### src/rtl/render_pkg.sv
// render_pkg: shared state encoding and default
// angle constants for the render frame sequencer.
package render_pkg;

  typedef enum logic [2:0] {
    S_IDLE,
    S_CLEAR,
    S_START,
    S_RENDER,
    S_SWAP
  } state_t;

  localparam int ANGLE_STEP = 16;
  localparam int ANGLE_WRAP = 25736;

  function automatic logic [7:0] satInc8(
    input logic [7:0] v
  );
    return (v == 8'hFF) ? v : v + 8'd1;
  endfunction

endpackage

### src/rtl/angle_stepper.sv
// angle_stepper: one rotation axis, stepping by +/-STEP
// per accepted frame and folding the result into [0, WRAP).
module angle_stepper #(
  parameter int STEP = 16,
  parameter int WRAP = 25736
) (
  input  logic               clk,
  input  logic               rst_n,
  input  logic               load,
  input  logic               en,
  input  logic               dir,
  output logic signed [15:0] angle
);

  localparam logic signed [16:0] STEP_V = 17'(STEP);
  localparam logic signed [16:0] WRAP_V = 17'(WRAP);

  logic signed [16:0] cur;
  logic signed [16:0] sum;
  logic signed [16:0] nxt;

  assign cur = {1'b0, angle};

  // Raw step, then a single fold back into range.
  always_comb begin
    sum = dir ? (cur - STEP_V) : (cur + STEP_V);
    nxt = sum;
    unique case (1'b1)
      (sum >= WRAP_V): nxt = sum - WRAP_V;
      (sum < 17'sd0):  nxt = sum + WRAP_V;
      default:         nxt = sum;
    endcase
  end

  // Angle register, updated only on an accepted frame.
  always_ff @(posedge clk or negedge rst_n) begin
    if (!rst_n) begin
      angle <= '0;
    end else if (load && en) begin
      angle <= nxt[15:0];
    end
  end

endmodule

### src/rtl/render_sequencer.sv
// render_sequencer: per-frame clear/render/swap sequencing
// with auto-rotating view angles and drop accounting.
module render_sequencer #(
  parameter int ANGLE_STEP = render_pkg::ANGLE_STEP,
  parameter int ANGLE_WRAP = render_pkg::ANGLE_WRAP
) (
  input  logic               clk,
  input  logic               rst_n,
  input  logic               iVSync,
  input  logic               iEnable,
  input  logic [2:0]         iRotEn,
  input  logic [2:0]         iRotDir,
  input  logic               iUseRAM,
  input  logic               i3D,
  output logic               oClearStart,
  input  logic               iClearDone,
  output logic               oRenderStart,
  input  logic               iRenderFinish,
  output logic               oSwap,
  input  logic               iSwapAck,
  output logic signed [15:0] oAlpha,
  output logic signed [15:0] oBeta,
  output logic signed [15:0] oGamma,
  output logic               oUseRAM,
  output logic               o3D,
  output logic               oBusy,
  output logic [15:0]        oFrameCount,
  output logic [7:0]         oDropCount
);

  import render_pkg::*;

  state_t state;
  logic   renderFirst;
  logic   accept;
  logic   drop;

  assign accept = (state == S_IDLE) && iVSync && iEnable;
  assign drop   = (state != S_IDLE) && iVSync;
  assign oBusy  = (state != S_IDLE);

  angle_stepper #(
    .STEP (ANGLE_STEP),
    .WRAP (ANGLE_WRAP)
  ) u_alpha (
    .clk   (clk),
    .rst_n (rst_n),
    .load  (accept),
    .en    (iRotEn[0]),
    .dir   (iRotDir[0]),
    .angle (oAlpha)
  );

  angle_stepper #(
    .STEP (ANGLE_STEP),
    .WRAP (ANGLE_WRAP)
  ) u_beta (
    .clk   (clk),
    .rst_n (rst_n),
    .load  (accept),
    .en    (iRotEn[1]),
    .dir   (iRotDir[1]),
    .angle (oBeta)
  );

  angle_stepper #(
    .STEP (ANGLE_STEP),
    .WRAP (ANGLE_WRAP)
  ) u_gamma (
    .clk   (clk),
    .rst_n (rst_n),
    .load  (accept),
    .en    (iRotEn[2]),
    .dir   (iRotDir[2]),
    .angle (oGamma)
  );

  // Frame FSM; pulses are set on entry into their state.
  always_ff @(posedge clk or negedge rst_n) begin
    if (!rst_n) begin
      state        <= S_IDLE;
      renderFirst  <= 1'b0;
      oClearStart  <= 1'b0;
      oRenderStart <= 1'b0;
      oSwap        <= 1'b0;
      oUseRAM      <= 1'b0;
      o3D          <= 1'b0;
      oFrameCount  <= '0;
    end else begin
      oClearStart  <= 1'b0;
      oRenderStart <= 1'b0;
      unique case (state)
        S_IDLE: begin
          if (accept) begin
            state       <= S_CLEAR;
            oClearStart <= 1'b1;
            oUseRAM     <= iUseRAM;
            o3D         <= i3D;
          end
        end
        S_CLEAR: begin
          if (iClearDone) begin
            state        <= S_START;
            oRenderStart <= 1'b1;
          end
        end
        S_START: begin
          state       <= S_RENDER;
          renderFirst <= 1'b1;
        end
        S_RENDER: begin
          renderFirst <= 1'b0;
          if (!renderFirst && iRenderFinish) begin
            state <= S_SWAP;
            oSwap <= 1'b1;
          end
        end
        S_SWAP: begin
          if (iSwapAck) begin
            state       <= S_IDLE;
            oSwap       <= 1'b0;
            oFrameCount <= oFrameCount + 16'd1;
          end
        end
        default: begin
          state <= S_IDLE;
          oSwap <= 1'b0;
        end
      endcase
    end
  end

  // Saturating count of ticks that arrive mid-frame.
  always_ff @(posedge clk or negedge rst_n) begin
    if (!rst_n) begin
      oDropCount <= '0;
    end else if (drop) begin
      oDropCount <= satInc8(oDropCount);
    end
  end

endmodule
### config.mk
export PLATFORM = sky130hd
export DESIGN_NAME = render_sequencer
export DESIGN_NICKNAME = d
export VERILOG_FILES = /design/src/rtl/render_pkg.sv /design/src/rtl/angle_stepper.sv /design/src/rtl/render_sequencer.sv
export SDC_FILE = /design/constraint.sdc
export NUM_CORES = 1
export LEC_CHECK = 0
export ABC_AREA = 1
export CAP_MARGIN = 20
export CORE_MARGIN = 2
export CORE_UTILIZATION = 55
export DETAILED_ROUTE_END_ITERATION = 7
export PLACE_DENSITY = 0.79
export SYNTH_ARGS = -nofsm -noshare
export SYNTH_HDL_FRONTEND = slang
export SYNTH_SLANG_ARGS = --single-unit
### constraint.sdc
create_clock -name clk -period 4.8 [get_ports clk]
set_input_delay 0.96 -clock clk [delete_from_list [all_inputs] [get_ports clk]]
set_output_delay 0.96 -clock clk [all_outputs]
set_load 0.1 [all_outputs]
# After elaboration in Yosys (flattened, before gate mapping)
# Cells that the tools add are included.
# W data, S select, Z words.
classes:
  add_sub_neg: 14
  order_cmp: 6
  n_eq_ne: 9
  n_mux: 19
  bitwise: 2
  n_reduce_logical: 17
op_table:
  columns: ["cell", "count"]
  rows:
  - ["$pmux W16 S2", 3]
  - ["$add A16 B5 Y17 const B", 3]
  - ["$ge A17 B16 Y1 const B", 3]
  - ["$lt A17 B1 Y1 const B", 3]
  - ["$mux W17", 3]
  - ["$sub A16 B5 Y17 const B", 3]
  - ["$add A16 B16 Y16 const B", 3]
  - ["$sub A16 B16 Y16 const B", 3]
  - ["$add A16 B1 Y16 const B", 1]
  - ["$pmux W3 S5", 1]
  - ["$mux W3", 4]
  - ["$add A8 B1 Y8 const B", 1]
  - ["$eq A8 B8 Y1 const B", 1]
  - ["$logic_and A1 B1 Y1", 7]
  - ["$eq A3 B2 Y1 const B", 2]
  - ["$mux W1", 6]
  - ["$ne A2 B2 Y1 const B", 3]
  - ["$reduce_and A2 Y1", 3]
  - ["$reduce_and A4 Y1", 1]
  - ["$eq A3 B1 Y1 const B", 1]
  - ["$eq A3 B3 Y1 const B", 1]
  - ["$logic_not A3 Y1", 1]
  - ["$pmux W1 S3", 1]
  - ["$reduce_and A3 Y1", 1]
  - ["other kinds (7)", 8]
word_totals:
  register_bits: 81
  inputBits: 15
  output_inout_bits: 78

# Depth between registers and ports, before layout
# Gate-level depths: netlist (run 1).
logic_depth:
  word_depth: 5
  ltp_mapped: 23

# Hierarchy
# A second synthesis (run 1) with hierarchy kept.
hier_totals:
  hier_cells: 1240
  hier_area_um2: 7902.6
modules_own_cells:
  columns: ["mod", "n_inst", "cells_each", "area_per_inst_um2"]
  rows:
  - ["angle_stepper (u_beta ...)", 2, 338, 2025.7]
  - ["angle_stepper (u_alpha)", 1, 337, 2058.2]
  - ["render_sequencer", 1, 227, 1793.0]

# Worst setup path after synthesis (run 1)
# No wires, ideal clock.
synth_path:
  path_kind: "register -> register"
  from: "register u_alpha.angle[13]"
  to: "register u_alpha.angle[12]"
  setup_time_ns: 0.120
  arrival_time_ns: 3.136
  required_time_ns: 4.680
  path_slack_ns: 1.544
  stages_incl_launch_ff: 17
  period_less_slack_ns: 3.256
  path_cell_list: "dfrtp_1 > ha_1 > nand2_1 > nand2_1 > a21oi_1 > nand3_1 > nand2_1 > nand2_1 > buf_4 > ha_1 > nand2_1 > nor3_1 > nand4_1 > nand3_1 > nand3_1 > nand2_1 > nand2_1"
synth_between:
  elab_chain_len: 4
  word_cells_on_any_way: 6
synth_rtl:
  columns: ["item", "line", "text"]
  rows:
  - ["start, declared", "angle_stepper.sv:12", "output logic signed [15:0] angle"]
  - ["start signal, assigned", "angle_stepper.sv:40", "angle <= nxt[15:0];"]
  - ["$add A16 B5 Y17 or $sub A16 B5 Y17 (tied branches)", "angle_stepper.sv:26", "sum = dir ? (cur - STEP_V) : (cur + STEP_V);"]
  - ["$mux W17 (*)", "angle_stepper.sv:26", null]
  - ["$lt A17 B1 Y1 or $ge A17 B16 Y1 (tied branches)", "angle_stepper.sv:30, angle_stepper.sv:29", null]
  - ["$pmux W16 S2 (*)", "angle_stepper.sv:28", "unique case (1'b1)"]
# Every way passes the cells marked *; elsewhere a longest branch is shown, timed or not.
# A chain may end at the register's enable or synchronous reset.

# Worst setup path after layout (run 1)
layout_path:
  from: "input iRotDir[1]"
  to: "register u_beta.angle[9]"
layout_between:
  elab_chain_len: 3
  word_cells_on_any_way: 6
layout_rtl:
  columns: ["item", "line", "text"]
  rows:
  - ["start, declared", "render_sequencer.sv:12", "input logic [2:0] iRotDir,"]
  - ["$mux W17 (*)", "angle_stepper.sv:26", null]
  - ["$add A16 B16 Y16, or another cell as far along", "angle_stepper.sv:30", "(sum < 17'sd0): nxt = sum + WRAP_V;"]
  - ["$pmux W16 S2 (*)", "angle_stepper.sv:28", null]
  - ["end signal, assigned", "angle_stepper.sv:40", null]
  - ["end, declared", "angle_stepper.sv:12", null]
# Marks and branches as above.

==> implementation parameters, run 1 <==
Parameter                              Value

Floorplanning
  Height of the die ... 119 um
  Die Area ... 0.0141 mm^2
  FP Rows ... 41
  Placeable core region ... 0.0128 mm^2
  X dimension of the die ... 119 um
  Initial core utilization ... 56.8%
  Number of primary I/O pins ... 93

Clock network
  # Post-CTS Setup Buffers ... 0
  Total clock buffers created by CTS ... 9
  CTS max path bufs ... 2
  H-Tree Depth ... 3
  CTS Hold Buffers Added ... 0
  Number of cells upsized or downsized after cts ... 0
  CTS tree ... yes
  Master cell of the clock root buffer ... sky130_fd_sc_hd__clkbuf_16
  Total number of clock tree sinks ... 72
  Clock transition time at the flip-flop clock pins of the worst setup and hold paths ... 70 ps
  Source-to-sink clock delay at the later pin of the worst-skew pair ... 350 ps

Synthesis
  Unique masters post-synth ... 37
  Total of warnings raised by yosys ... 0
  Count of state elements after synthesis ... 72
  Synthesized instance count ... 1159
  Syn avg cell area ... 6.26 um^2
  Share of the yosys chip area belonging to registers ... 24.8%
  Total standard cell area after synthesis ... 0.00726 mm^2

Hold path
  Hold path start ... oUseRAM$_DFFE_PN0P_
  Worst min-delay path class ... reg -> reg
  Worst min-delay path endpoint ... oUseRAM$_DFFE_PN0P_
  Number of cells on the worst hold path ... 2

Drt
  Via-to-Cell Ratio ... 5.44
  Antenna-violating nets left ... 0
  Routed wire length ... 19700 um
  Initial DRC count ... 639
  Detailed-routing iteration count for the pre-antenna-repair pass ... 5
  # DRC ... 0
  Wire length per cell after detailed routing ... 13.9 um
  Detailed-route via count ... 7753

Global route
  Overall routing resource usage ... 28.4%
  First-pass GRT wire length ... 33300 um
  Pin count of the biggest net entering global routing ... 73
  Antenna violations before repair ... 0
  Via count of the first global-routing pass ... 7134
  Congestion Overflow GR ... 0

Timing
  Final critical path time including I/O delays and setup ... 4250 ps
  Number of pins exceeding their max-slew limit in the final report ... 0
  Final Hold Vio Count ... 0
  Setup repair after global routing missed its margin ... no
  Number of setup violations in the final report ... 0
  Upper clock frequency limit ... 235 MHz
  Worst max-slew margin expressed relative to the limit ... 32.7%
  TNS Setup ... 0 ps
  Worst-case hold slack ... 486 ps
  Worst setup skew after layout ... 5.64 ps
  Transition time at the pin with the least slew margin ... 1010 ps
  Tcrit/Tclk final ... 88.6%

Finish
  Commonest non-fill, non-tap cell in the layout ... sky130_fd_sc_hd__nand2_1
  Post-route cell area ... 0.00855 mm^2
  # nets final ... 1318
  Area added between synthesis and finish ... 17.9%
  Layout cells sized above 1 ... 2.96%
  Number of filler instances in the final layout ... 1162
  N_diodes ... 0
  Commonest non-fill, non-tap cells in the layout ... 403 x sky130_fd_sc_hd__nand2_1, 156 x sky130_fd_sc_hd__inv_1, 111 x sky130_fd_sc_hd__nand3_1, 87 x sky130_fd_sc_hd__nor2_1, 82 x sky130_fd_sc_hd__clkdlybuf4s50_1

Worst setup path
  Critical path data required time ... 5070 ps
  Length in cells of the worst reg-to-reg path ... 19
  Worst reg2reg setup slack ... 1590 ps
  Capture point of the worst reg-to-reg path ... u_beta.angle[9]$_DFFE_PN0P_
  Critical path peak fanout ... 15
  Classification of the worst setup path ... in -> reg
  Critical path launch point type ... input port
  Reg-to-reg startpoint ... u_beta.angle[4]$_DFFE_PN0P_
  Sort of element at the end of the critical path ... flip-flop
  Arrival @ worst endpoint ... 4520 ps

Place
  Routability cong. ... 0.971
  Detail Placement HPWL ... 15100 um
  Cell area reported after detailed placement ... 0.00824 mm^2
  Number of buffers inserted by port buffering ... 83

Status
  Outcome ... completed

Flow run
  Number of maximum-capacitance violations ... 0
area by class of cell:
class                   instances  area [um^2]  area share (%)
repair buffers                 89          873            10.2
well taps                     172          215            2.52
multi-input cells             918         4760            55.7
flip-flops and latches         72         1800            21.1
clock buffers                   9          225            2.63
clock inverters                 7         83.8           0.980
inverters                     157          589            6.89
layer usage:
| layer | global-route usage (%) | wire length [um] | up-vias |
|---|---|---|---|
| met5 | 0 | 0 | - |
| met4 | 9.30 | 394 | 0 |
| met3 | 4.17 | 1290 | 30 |
| met2 | 46.5 | 8990 | 267 |
| met1 | 38.6 | 9050 | 3523 |
| li1 | - | - | 3933 |
metrics by stage:
stage	utilization [%]	std cells	setup WS (ps)
floorplan	-	1167	1540
CTS	67.0	1424	583
finish	67.0	1424	549
global placement	64.5	1408	347
detailed placement	64.5	1408	225
global route	67.0	1424	210
worst max-delay path by stage:
| stage | end | slack (ps) | depth (start not counted) | from |
|---|---|---|---|---|
| after global routing | u_beta.angle[9]$_DFFE_PN0P_ | 210 | 20 | iRotDir[1] |
| after detailed placement | u_beta.angle[9]$_DFFE_PN0P_ | 230 | 21 | iRotDir[1] |
| after floorplan | u_alpha.angle[12]$_DFFE_PN0P_ | 1540 | 16 | u_alpha.angle[13]$_DFFE_PN0P_ |
| after CTS | u_beta.angle[9]$_DFFE_PN0P_ | 580 | 21 | iRotDir[1] |
| final | u_beta.angle[9]$_DFFE_PN0P_ | 550 | 21 | iRotDir[1] |
| after global placement | u_alpha.angle[12]$_DFFE_PN0P_ | 350 | 16 | iRotDir[0] |
synth_stat cells (all sizes together):
library cell	number	area, um^2
nor2	88	333
o21ai	42	210
mux2	1	11.3
nand2	410	1560
o2111ai	2	17.5
ha	53	663
a21o	4	30.0
dfrtp	72	1800
o211ai	3	22.5
o41ai	2	17.5
nor3	16	80.1
xor2	31	272
and3	1	6.26
fa	3	60.1
nand4	35	219
nor4	3	25.0
or2	2	12.5
nand3	113	576
xnor2	18	158
clkbuf	5	18.8
a31oi	11	68.8
buf	15	111
o21bai	4	30.0
conb	1	3.75
o22ai	2	12.5
inv	157	589
nand3b	10	75.1
a21oi	55	275
worst max-delay path, cell delays in order:
cell	delay [ps]
sky130_fd_sc_hd__clkdlybuf4s50_1	730
sky130_fd_sc_hd__ha_1	550
sky130_fd_sc_hd__nand3_1	90
sky130_fd_sc_hd__nand2_1	170
sky130_fd_sc_hd__nand3_2	110
sky130_fd_sc_hd__nand3_1	100
sky130_fd_sc_hd__nand2_1	70
sky130_fd_sc_hd__nand2_1	400
sky130_fd_sc_hd__nand2_1	170
sky130_fd_sc_hd__nand2_1	120
sky130_fd_sc_hd__inv_1	40
sky130_fd_sc_hd__ha_1	160
sky130_fd_sc_hd__inv_1	50
sky130_fd_sc_hd__nand2_1	90
sky130_fd_sc_hd__nand2_1	100
sky130_fd_sc_hd__nand3_1	160
sky130_fd_sc_hd__nand2_1	120
sky130_fd_sc_hd__nand2_1	50
sky130_fd_sc_hd__nand2_1	60
sky130_fd_sc_hd__nand3_1	60
sky130_fd_sc_hd__a21oi_1	150
state kept, by name, summed over array words and instances, names as in the netlist:
signal / cells
oFrameCount: 16
oDropCount: 8
state: 3
u_beta.angle: 13
renderFirst: 1
u_alpha.angle: 13
u_gamma.angle: 13
oUseRAM: 1
oRenderStart: 1
oClearStart: 1
oSwap: 1
o3D: 1
logic make-up (layout without fill, tap and decap cells):
logic type	Yosys count	count (layout)	share of synthesized area, %
multiplexers	1	1	0.155
AO/OA/AOI/OAI	125	125	9.43
flip-flops	72	72	24.8
XOR/XNOR	49	49	5.91
adder cells (fa/ha/maj)	56	56	9.97
AND/OR/NAND/NOR	678	678	39.7
buffers and inverters	177	262	9.92
other	1	9	0.0517
Power of run 1 is not shown: default switching activity piles up to over one toggle a cycle in this logic, so the estimate is an artifact.
==> run 2: changes to the inputs <==
Settings changed: CORE_UTILIZATION 55 to 62, PLACE_DENSITY 0.79 to 0.88, SLEW_MARGIN from default to 20.
==> implementation parameters, run 2 (same netlist as run 1, synthesis figures left out) <==
Parameter                              Value

Timing
  Worst setup skew after layout ... 10.8 ps (was 5.64 ps)
  Setup repair after global routing missed its margin ... no (unchanged)
  Final Hold Vio Count ... 0 (unchanged)
  Number of pins exceeding their max-slew limit in the final report ... 0 (unchanged)
  Upper clock frequency limit ... 236 MHz (was 235 MHz)
  Transition time at the pin with the least slew margin ... 1020 ps (was 1010 ps)
  Tcrit/Tclk final ... 88.4% (was 88.6%)
  Number of setup violations in the final report ... 0 (unchanged)
  TNS Setup ... 0 ps (unchanged)
  Worst max-slew margin expressed relative to the limit ... 31.8% (was 32.7%)
  Final critical path time including I/O delays and setup ... 4240 ps (was 4250 ps)

Drt
  Antenna-violating nets left ... 0 (unchanged)
  Detailed-route via count ... 7882 (was 7753)
  Wire length per cell after detailed routing ... 14.2 um (was 13.9 um)
  # DRC ... 0 (unchanged)
  Via-to-Cell Ratio ... 5.64 (was 5.44)
  Initial DRC count ... 659 (was 639)
  Detailed-routing iteration count for the pre-antenna-repair pass ... 6 (was 5)
  Routed wire length ... 19900 um (was 19700 um)

Finish
  N_diodes ... 0 (unchanged)
  Number of filler instances in the final layout ... 929 (was 1162)
  Sequential cell area ... 0.00180 mm^2 (unchanged)
  Commonest non-fill, non-tap cells in the layout ... 403 x sky130_fd_sc_hd__nand2_1, 156 x sky130_fd_sc_hd__inv_1, 111 x sky130_fd_sc_hd__nand3_1, 87 x sky130_fd_sc_hd__nor2_1, 82 x sky130_fd_sc_hd__clkdlybuf4s50_1 (unchanged)
  # nets final ... 1320 (was 1318)
  Area added between synthesis and finish ... 17.6% (was 17.9%)
  Commonest non-fill, non-tap cell in the layout ... sky130_fd_sc_hd__nand2_1 (unchanged)
  Area used by multi-input combinational logic ... 0.00476 mm^2 (unchanged)
  Top reg by flops ... oFrameCount (unchanged)
  Layout cells sized above 1 ... 3.11% (was 2.96%)
  Number of flip-flops in the largest register ... 16 (unchanged)

Clock network
  CTS max path bufs ... 2 (unchanged)
  Master cell of the clock root buffer ... sky130_fd_sc_hd__clkbuf_16 (unchanged)
  H-Tree Depth ... 3 (unchanged)
  Clock transition time at the flip-flop clock pins of the worst setup and hold paths ... 60 ps (was 70 ps)
  Source-to-sink clock delay at the later pin of the worst-skew pair ... 350 ps (about the same)
  # Post-CTS Setup Buffers ... 0 (unchanged)
  Total clock buffers created by CTS ... 9 (unchanged)
  CTS tree ... yes (unchanged)
  Total number of clock tree sinks ... 72 (unchanged)
  CTS Hold Buffers Added ... 0 (unchanged)
  Number of cells upsized or downsized after cts ... 0 (unchanged)

Global route
  First-pass GRT wire length ... 33700 um (was 33300 um)
  Layer with the highest usage ... met2 (unchanged)
  Congestion Overflow GR ... 0 (unchanged)
  Global-route met2 utilization ... 54.1% (was 46.5%)
  Overall routing resource usage ... 32.4% (was 28.4%)
  Pin count of the biggest net entering global routing ... 73 (unchanged)
  Global-route track usage on met3 ... 6.70% (was 4.17%)
  Met1 Resource Use GR ... 43.3% (was 38.6%)
  Antenna violations before repair ... 0 (unchanged)
  Via count of the first global-routing pass ... 7438 (was 7134)

Worst setup path
  Arrival @ worst endpoint ... 4520 ps (about the same)
  Capture point of the worst reg-to-reg path ... u_beta.angle[11]$_DFFE_PN0P_ (was u_beta.angle[9]$_DFFE_PN0P_)
  Reg-to-reg startpoint ... u_beta.angle[4]$_DFFE_PN0P_ (unchanged)
  Classification of the worst setup path ... in -> reg (unchanged)
  Critical path data required time ... 5070 ps (about the same)
  Worst setup path startpoint ... iRotDir[1] (unchanged)
  Critical path launch point type ... input port (unchanged)
  Critical path peak fanout ... 15 (unchanged)
  Sort of element at the end of the critical path ... flip-flop (unchanged)
  Length in cells of the worst reg-to-reg path ... 19 (unchanged)
  Worst reg2reg setup slack ... 1520 ps (was 1590 ps)

Place
  Detail Placement HPWL ... 15000 um (was 15100 um)
  Number of buffers inserted by port buffering ... 83 (unchanged)
  Routability cong. ... 0.946 (was 0.971)

Floorplanning
  Number of primary I/O pins ... 93 (unchanged)
  Height of the die ... 112 um (was 119 um)
  Die Area ... 0.0126 mm^2 (was 0.0141 mm^2)
  X dimension of the die ... 112 um (was 119 um)
  Initial core utilization ... 63.5% (was 56.8%)
  FP Rows ... 39 (was 41)
  Placeable core region ... 0.0114 mm^2 (was 0.0128 mm^2)

Hold path
  Hold path start ... oFrameCount[15]$_DFFE_PN0P_ (was oUseRAM$_DFFE_PN0P_)
  Worst min-delay path endpoint ... oFrameCount[15]$_DFFE_PN0P_ (was oUseRAM$_DFFE_PN0P_)
  Number of cells on the worst hold path ... 1 (was 2)
  Worst min-delay path class ... reg -> reg (unchanged)

Flow run
  Number of maximum-capacitance violations ... 0 (unchanged)

Status
  Outcome ... completed (unchanged)
run 2: changes by cell type in the layout (fill, tap and decap cells not counted), sizes merged:
cell	delta
buf	+2
run 2: per-layer routing:
metal	up-vias	share of wire (%)
met5	-	0
met4	0	1.7
met3	32	7.0
met2	282	47
met1	3622	44
li1	3946	-
run 2: worst max-delay path: stages:
cell and delay (ps):
sky130_fd_sc_hd__clkdlybuf4s50_1 820, sky130_fd_sc_hd__ha_1 380, sky130_fd_sc_hd__a21oi_1 190, sky130_fd_sc_hd__nand2_1 140
sky130_fd_sc_hd__nand3_2 100, sky130_fd_sc_hd__nand4_1 100, sky130_fd_sc_hd__nand2_1 440, sky130_fd_sc_hd__nand2_1 180
sky130_fd_sc_hd__nand2_1 130, sky130_fd_sc_hd__inv_1 50, sky130_fd_sc_hd__ha_1 170, sky130_fd_sc_hd__inv_1 50
sky130_fd_sc_hd__nand2_1 90, sky130_fd_sc_hd__nand2_1 110, sky130_fd_sc_hd__nand3_1 150, sky130_fd_sc_hd__nand2_1 120
sky130_fd_sc_hd__nand2_1 70, sky130_fd_sc_hd__nand2_1 70, sky130_fd_sc_hd__nand3_1 80, sky130_fd_sc_hd__a21oi_1 140
run 2: worst max path at each step:
stage,endpoint,slack [ps],cells past startpoint
global route,u_beta.angle[9]$_DFFE_PN0P_,120,23
global placement,u_alpha.angle[12]$_DFFE_PN0P_,300,17
detailed placement,u_beta.angle[9]$_DFFE_PN0P_,270,21
CTS,u_beta.angle[9]$_DFFE_PN0P_,600,21
finish,u_beta.angle[11]$_DFFE_PN0P_,560,20
floorplan,u_alpha.angle[12]$_DFFE_PN0P_,1540,16
run 2: area by class of cell:
class	count	share of cell area, %
inverter	157	6.91
tap	143	2.10
clock buffer	9	2.64
sequential	72	21.1
multi-input combinational	918	55.8
clock inverter	7	0.983
timing repair buffer	91	10.4
run 2: metrics by stage:
stage / instances / area, um^2 / util, % / setup slack, ps / hold slack, ps
after detailed placement: 1381 / 8220 / 72.0 / 266 / 465
after global routing: 1397 / 8530 / 74.7 / 124 / 509
final: 1397 / 8530 / 74.7 / 555 / 478
after CTS: 1397 / 8530 / 74.7 / 604 / 478
after floorplan: 1167 / 7290 / - / 1540 / 481
after global placement: 1381 / 8220 / 72.0 / 302 / 460
Power of run 2 is left out for the same reason.
